--- src/rtl/afifo_wptr_ctrl.sv ---
// afifo_wptr_ctrl: write-side pointer controller for an async FIFO.
// Generates memory write strobes, the registered Gray write pointer handed
// to the read-domain synchronizer, and the registered full flag derived from
// the read pointer synchronized into sclk.
// Optional build macro AFIFO_WLEVEL_EN adds the wr_level / almost_full outputs.
// Handshake: a word is transferred (push) in any cycle where wr_valid and
// wr_ready are both high at the rising sclk edge; wr_valid may be held while
// wr_ready is low and nothing happens until wr_ready returns.
module afifo_wptr_ctrl #(
    parameter int ADDR_SIZE = 2,
    parameter int AF_THRESH = 3
) (
    input  logic                 sclk,
    input  logic                 srst,
    input  logic                 wr_valid,
    output logic                 wr_ready,
    output logic                 mem_we,
    output logic [ADDR_SIZE-1:0] mem_waddr,
    output logic [ADDR_SIZE:0]   wptr_gray,
    input  logic [ADDR_SIZE:0]   rptr_gray_sync,
    output logic                 full
`ifdef AFIFO_WLEVEL_EN
    ,
    output logic [ADDR_SIZE:0]   wr_level,
    output logic                 almost_full
`endif
);

    localparam int PW = ADDR_SIZE + 1;
    // Gray "full" pattern: read pointer with its two MSBs inverted.
    localparam logic [PW-1:0] FULL_MASK = {2'b11, {(PW-2){1'b0}}};

    logic [PW-1:0] wptr_bin;
    logic [PW-1:0] wptr_bin_nxt;
    logic [PW-1:0] wgray_nxt;
    logic          full_nxt;
    logic          push;

    // Handshake and memory strobes; the push is also blocked while in reset.
    always_comb begin
        wr_ready  = ~full;
        push      = wr_valid & wr_ready & srst;
        mem_we    = push;
        mem_waddr = wptr_bin[ADDR_SIZE-1:0];
    end

    // Next binary / Gray pointer and full comparison against the synced read pointer.
    always_comb begin
        wptr_bin_nxt = wptr_bin + {{ADDR_SIZE{1'b0}}, push};
        wgray_nxt    = wptr_bin_nxt ^ (wptr_bin_nxt >> 1);
        full_nxt     = (wgray_nxt == (rptr_gray_sync ^ FULL_MASK));
    end

    // Pointer and full registers; wptr_gray leaves the block straight from a flop.
    always_ff @(posedge sclk or negedge srst) begin
        if (!srst) begin
            wptr_bin  <= '0;
            wptr_gray <= '0;
            full      <= 1'b0;
        end else begin
            wptr_bin  <= wptr_bin_nxt;
            wptr_gray <= wgray_nxt;
            full      <= full_nxt;
        end
    end

`ifdef AFIFO_WLEVEL_EN
    localparam logic [PW-1:0] AF_LVL = PW'(AF_THRESH);

    logic [PW-1:0] rbin;
    logic [PW-1:0] level_nxt;

    // Gray-to-binary of the synced read pointer and the writer-side occupancy.
    always_comb begin
        rbin[PW-1] = rptr_gray_sync[PW-1];
        for (int i = PW - 2; i >= 0; i--) begin
            rbin[i] = rbin[i+1] ^ rptr_gray_sync[i];
        end
        level_nxt = wptr_bin_nxt - rbin;
    end

    // Registered occupancy and almost-full flag.
    always_ff @(posedge sclk or negedge srst) begin
        if (!srst) begin
            wr_level    <= '0;
            almost_full <= 1'b0;
        end else begin
            wr_level    <= level_nxt;
            almost_full <= (level_nxt >= AF_LVL);
        end
    end
`endif

endmodule

--- config.mk ---
export PLATFORM = sky130hd
export DESIGN_NAME = afifo_wptr_ctrl
export DESIGN_NICKNAME = d
export VERILOG_FILES = /design/src/rtl/afifo_wptr_ctrl.sv
export SDC_FILE = /design/constraint.sdc
export NUM_CORES = 1
export LEC_CHECK = 0
export BUFFER_PORTS_ARGS = -buffer_cell sky130_fd_sc_hd__buf_2
export CORE_AREA = 2 2 39 41
export CTS_BUF_LIST = sky130_fd_sc_hd__clkbuf_8
export DETAILED_ROUTE_END_ITERATION = 6
export DIE_AREA = 0 0 41 43
export GPL_ROUTABILITY_DRIVEN = 0
export HOLD_SLACK_MARGIN = 0.03
export PLACE_DENSITY = 0.42
export RECOVER_POWER = 50
export SLEW_MARGIN = 10
export SYNTH_ARGS = -nofsm -noshare
export SYNTH_HDL_FRONTEND = slang
export SYNTH_SLANG_ARGS = --single-unit
--- constraint.sdc ---
create_clock -name sclk -period 2.1 [get_ports sclk]
set_input_delay 0.42 -clock sclk [delete_from_list [all_inputs] [get_ports sclk]]
set_output_delay 0.42 -clock sclk [all_outputs]
set_load 0.03 [all_outputs]
==> flow_metrics.env <==
export IMPL_cts_buffer_depth=2
export IMPL_status="finished, final reports clean"
export IMPL_relSlewSlack=0.753
export IMPL_power_density_nw_per_um2=1860
export IMPL_ir_worst_vdd_mv=0.413
export IMPL_met2_usage=0.103
export IMPL_drv_cap=0
export IMPL_synth_distinct_cells=14
export IMPL_finalCriticalPeriod_ns=1.67
export IMPL_drive_gt1_frac=0.390
export IMPL_r2r_slack_ns=0.43
export IMPL_cp_endpoint="full"
export IMPL_grt_pass1_wl_um=786
export IMPL_die_h_um=43
export IMPL_setup_viol_count_final=0
export IMPL_fillers=152
export IMPL_crit_reg2reg_launch="full"
export IMPL_reg2reg_to="full"
export IMPL_dp_slack_ns=0.187
export IMPL_wl_per_cell_um=8.65
export IMPL_syn_nets=32
export IMPL_yosysWarnings=0
export IMPL_endpoint_kind="flip-flop"
export IMPL_start_util=0.210
export IMPL_rsz0062_at_grt="false"
export IMPL_synth_seq_area_share=0.517
export IMPL_grt_total_usage=0.0698
export IMPL_nets=51
export IMPL_cts_root_buf="clkbuf_8"
export IMPL_port_buffers=13
export IMPL_arrival_ns=1.77
export IMPL_clk_pin_slew_ns=0.03
export IMPL_ys_ff_latch=6
export IMPL_grt_busiest_layer="met2"
export IMPL_worstMarginPinSlew_ns=0.373
export IMPL_path_class="flip-flop to flip-flop"
export IMPL_cp_max_fo=3
export IMPL_die_area_um2=1760
export IMPL_timing_setup_tns_ns=0
export IMPL_syn_area_um2=290
export IMPL_met1_usage=0.0789
export IMPL_fmax_mhz=599
export IMPL_gr_usage_met3=0.0157
export IMPL_cts_tree="built"
export IMPL_grt_overflow_total=0
export IMPL_design_area_um2=423
export IMPL_die_w_um=41
export IMPL_route_detailed_drc=0
export IMPL_reg2regPathDepth=8
export IMPL_viasPerCell=3.91
export IMPL_p_total_w=0.000785
export IMPL_post_cts_repair_setup_buffers=0
export IMPL_setup_slack_ns=0.429
export IMPL_place_area_um2=375
export IMPL_ant_nets=0
export IMPL_crit_path_start_kind="flip-flop"
export IMPL_syn2layout_area_growth_pct=45.7
export IMPL_dp_hpwl_um=437
export IMPL_grt_max_degree=7
export IMPL_drt_total_wl_um=493
export IMPL_cts_buffers=3
export IMPL_antenna_found_initial=0
export IMPL_syn_instance_count=24
export IMPL_clock_sinks=6
export IMPL_rows=14
export IMPL_crit_start="full"
export IMPL_min_path_type="input port to flip-flop"
export IMPL_finalCritPeriodShare=0.796
export IMPL_avgSynthCellArea_um2=12.1
export IMPL_num_vias=223
export IMPL_slew_violations=0
export IMPL_critPathRequiredTime_ns=2.20
export IMPL_pin_count=14
export IMPL_hold_viol_final=0
export IMPL_finClkSkew_ns=0.000473
export IMPL_drt_first_pass_iters=3
export IMPL_core_area_um2=1380
export IMPL_p_leak_nw=0.213
export IMPL_dr_first_iter_drc_count=2
export IMPL_htreeDepth=1
export IMPL_timing_hold_ws_ns=0.528
export IMPL_diodes=0
export IMPL_grt_pass1_vias=209
export IMPL_clock_latency_ns=0.22
-- cell usage after synthesis --
library cell | n | share of area
inv_1 | 1 | 0.013
nor2_1 | 1 | 0.013
o2bb2ai_1 | 1 | 0.030
xnor2_1 | 1 | 0.030
ha_1 | 2 | 0.086
or2_2 | 1 | 0.022
nor2b_1 | 2 | 0.043
xnor2_2 | 1 | 0.056
dfrtp_1 | 6 | 0.52
xor2_1 | 2 | 0.060
nand2_1 | 2 | 0.026
and3_1 | 1 | 0.022
inv_2 | 1 | 0.013
mux2i_1 | 2 | 0.069
-- how the worst min path moves through the flow --
stage,from,endpoint,slack (ns),cells past startpoint
2_1_floorplan,srst,full,0.12,0
3_3_place_gp,srst,wptr_gray[1],0.25,1
3_5_place_dp,srst,wptr_gray[1],0.25,1
4_1_cts,rptr_gray_sync[0],full,0.53,4
5_1_grt,rptr_gray_sync[0],full,0.58,4
6_report,rptr_gray_sync[0],full,0.53,4
-- metal layers --
layer	share of wire	routed length, um
met1	0.40	198
met5	0	0
met4	0.032	16
met2	0.49	242
met3	0.073	36
-- final cells by class --
cell class	instances	area, um2	share of cell area
clock buffers	3	41.3	0.0976
flip-flops and latches	6	150	0.355
well taps	16	20.0	0.0473
multi-input cells	16	133	0.314
repair buffers	14	71.3	0.169
inverters	2	7.51	0.0178
-- power breakdown --
group	switching [W]	leakage, nW	internal (W)
Sequential	0.0000287	0.0722	0.000179
Clock	0.0000441	0.0216	0.000123
Combinational	0.000272	0.119	0.000138
Total	0.000345	0.213	0.000440
-- registers in the layout, indices dropped and copies added (netlist names) --
signal,count
wptr_gray,2
wptr_bin,3
full,1
-- through the flow --
stage,util,instances
2_1_floorplan,-,24
5_1_grt,0.306,57
3_5_place_dp,0.271,53
3_3_place_gp,0.271,53
6_report,0.306,57
4_1_cts,0.308,57
-- repair_timing --
action | 4_1_cts | 5_1_grt
hold endpoints to repair | 6 | 0
hold buffers | 1 | 0
gates resized for setup | 0 | 0
-- critical path, stage by stage (launching register included) --
cell and delay, ns:
dfrtp_1 0.34, clkinv_1 0.07, and3_1 0.16, ha_1 0.20
ha_1 0.21, xnor2_2 0.27, inv_2 0.07, mux2i_1 0.12
o2bb2ai_1 0.12
-- cells by family after synthesis --
logic type / synth area share
AOI/OAI and AO/OA: 0.0302
xor gates and xnor gates: 0.147
adders and majority gates: 0.0862
buffers and inverters: 0.0258
DFF: 0.517
muxes: 0.0690
and+or+nand+nor: 0.125
-- placed cells by master (no fill, tap or decap) --
cell type / Yosys / routed
ha_1: 2 / 2
nor2b_1: 2 / 2
clkbuf_8: 0 / 3
dfrtp_1: 6 / 6
clkbuf_1: 0 / 3
buf_2: 0 / 10
inv_2: 1 / 1
and3_1: 1 / 1
xnor2_2: 1 / 1
clkinv_1: 0 / 1
or2_2: 1 / 1
mux2i_1: 2 / 2
dlygate4sd3_1: 0 / 1
nand2_1: 2 / 2
o2bb2ai_1: 1 / 1
nor2_1: 1 / 1
xnor2_1: 1 / 1
xor2_1: 2 / 2
(Power assumes the default switching activity.)
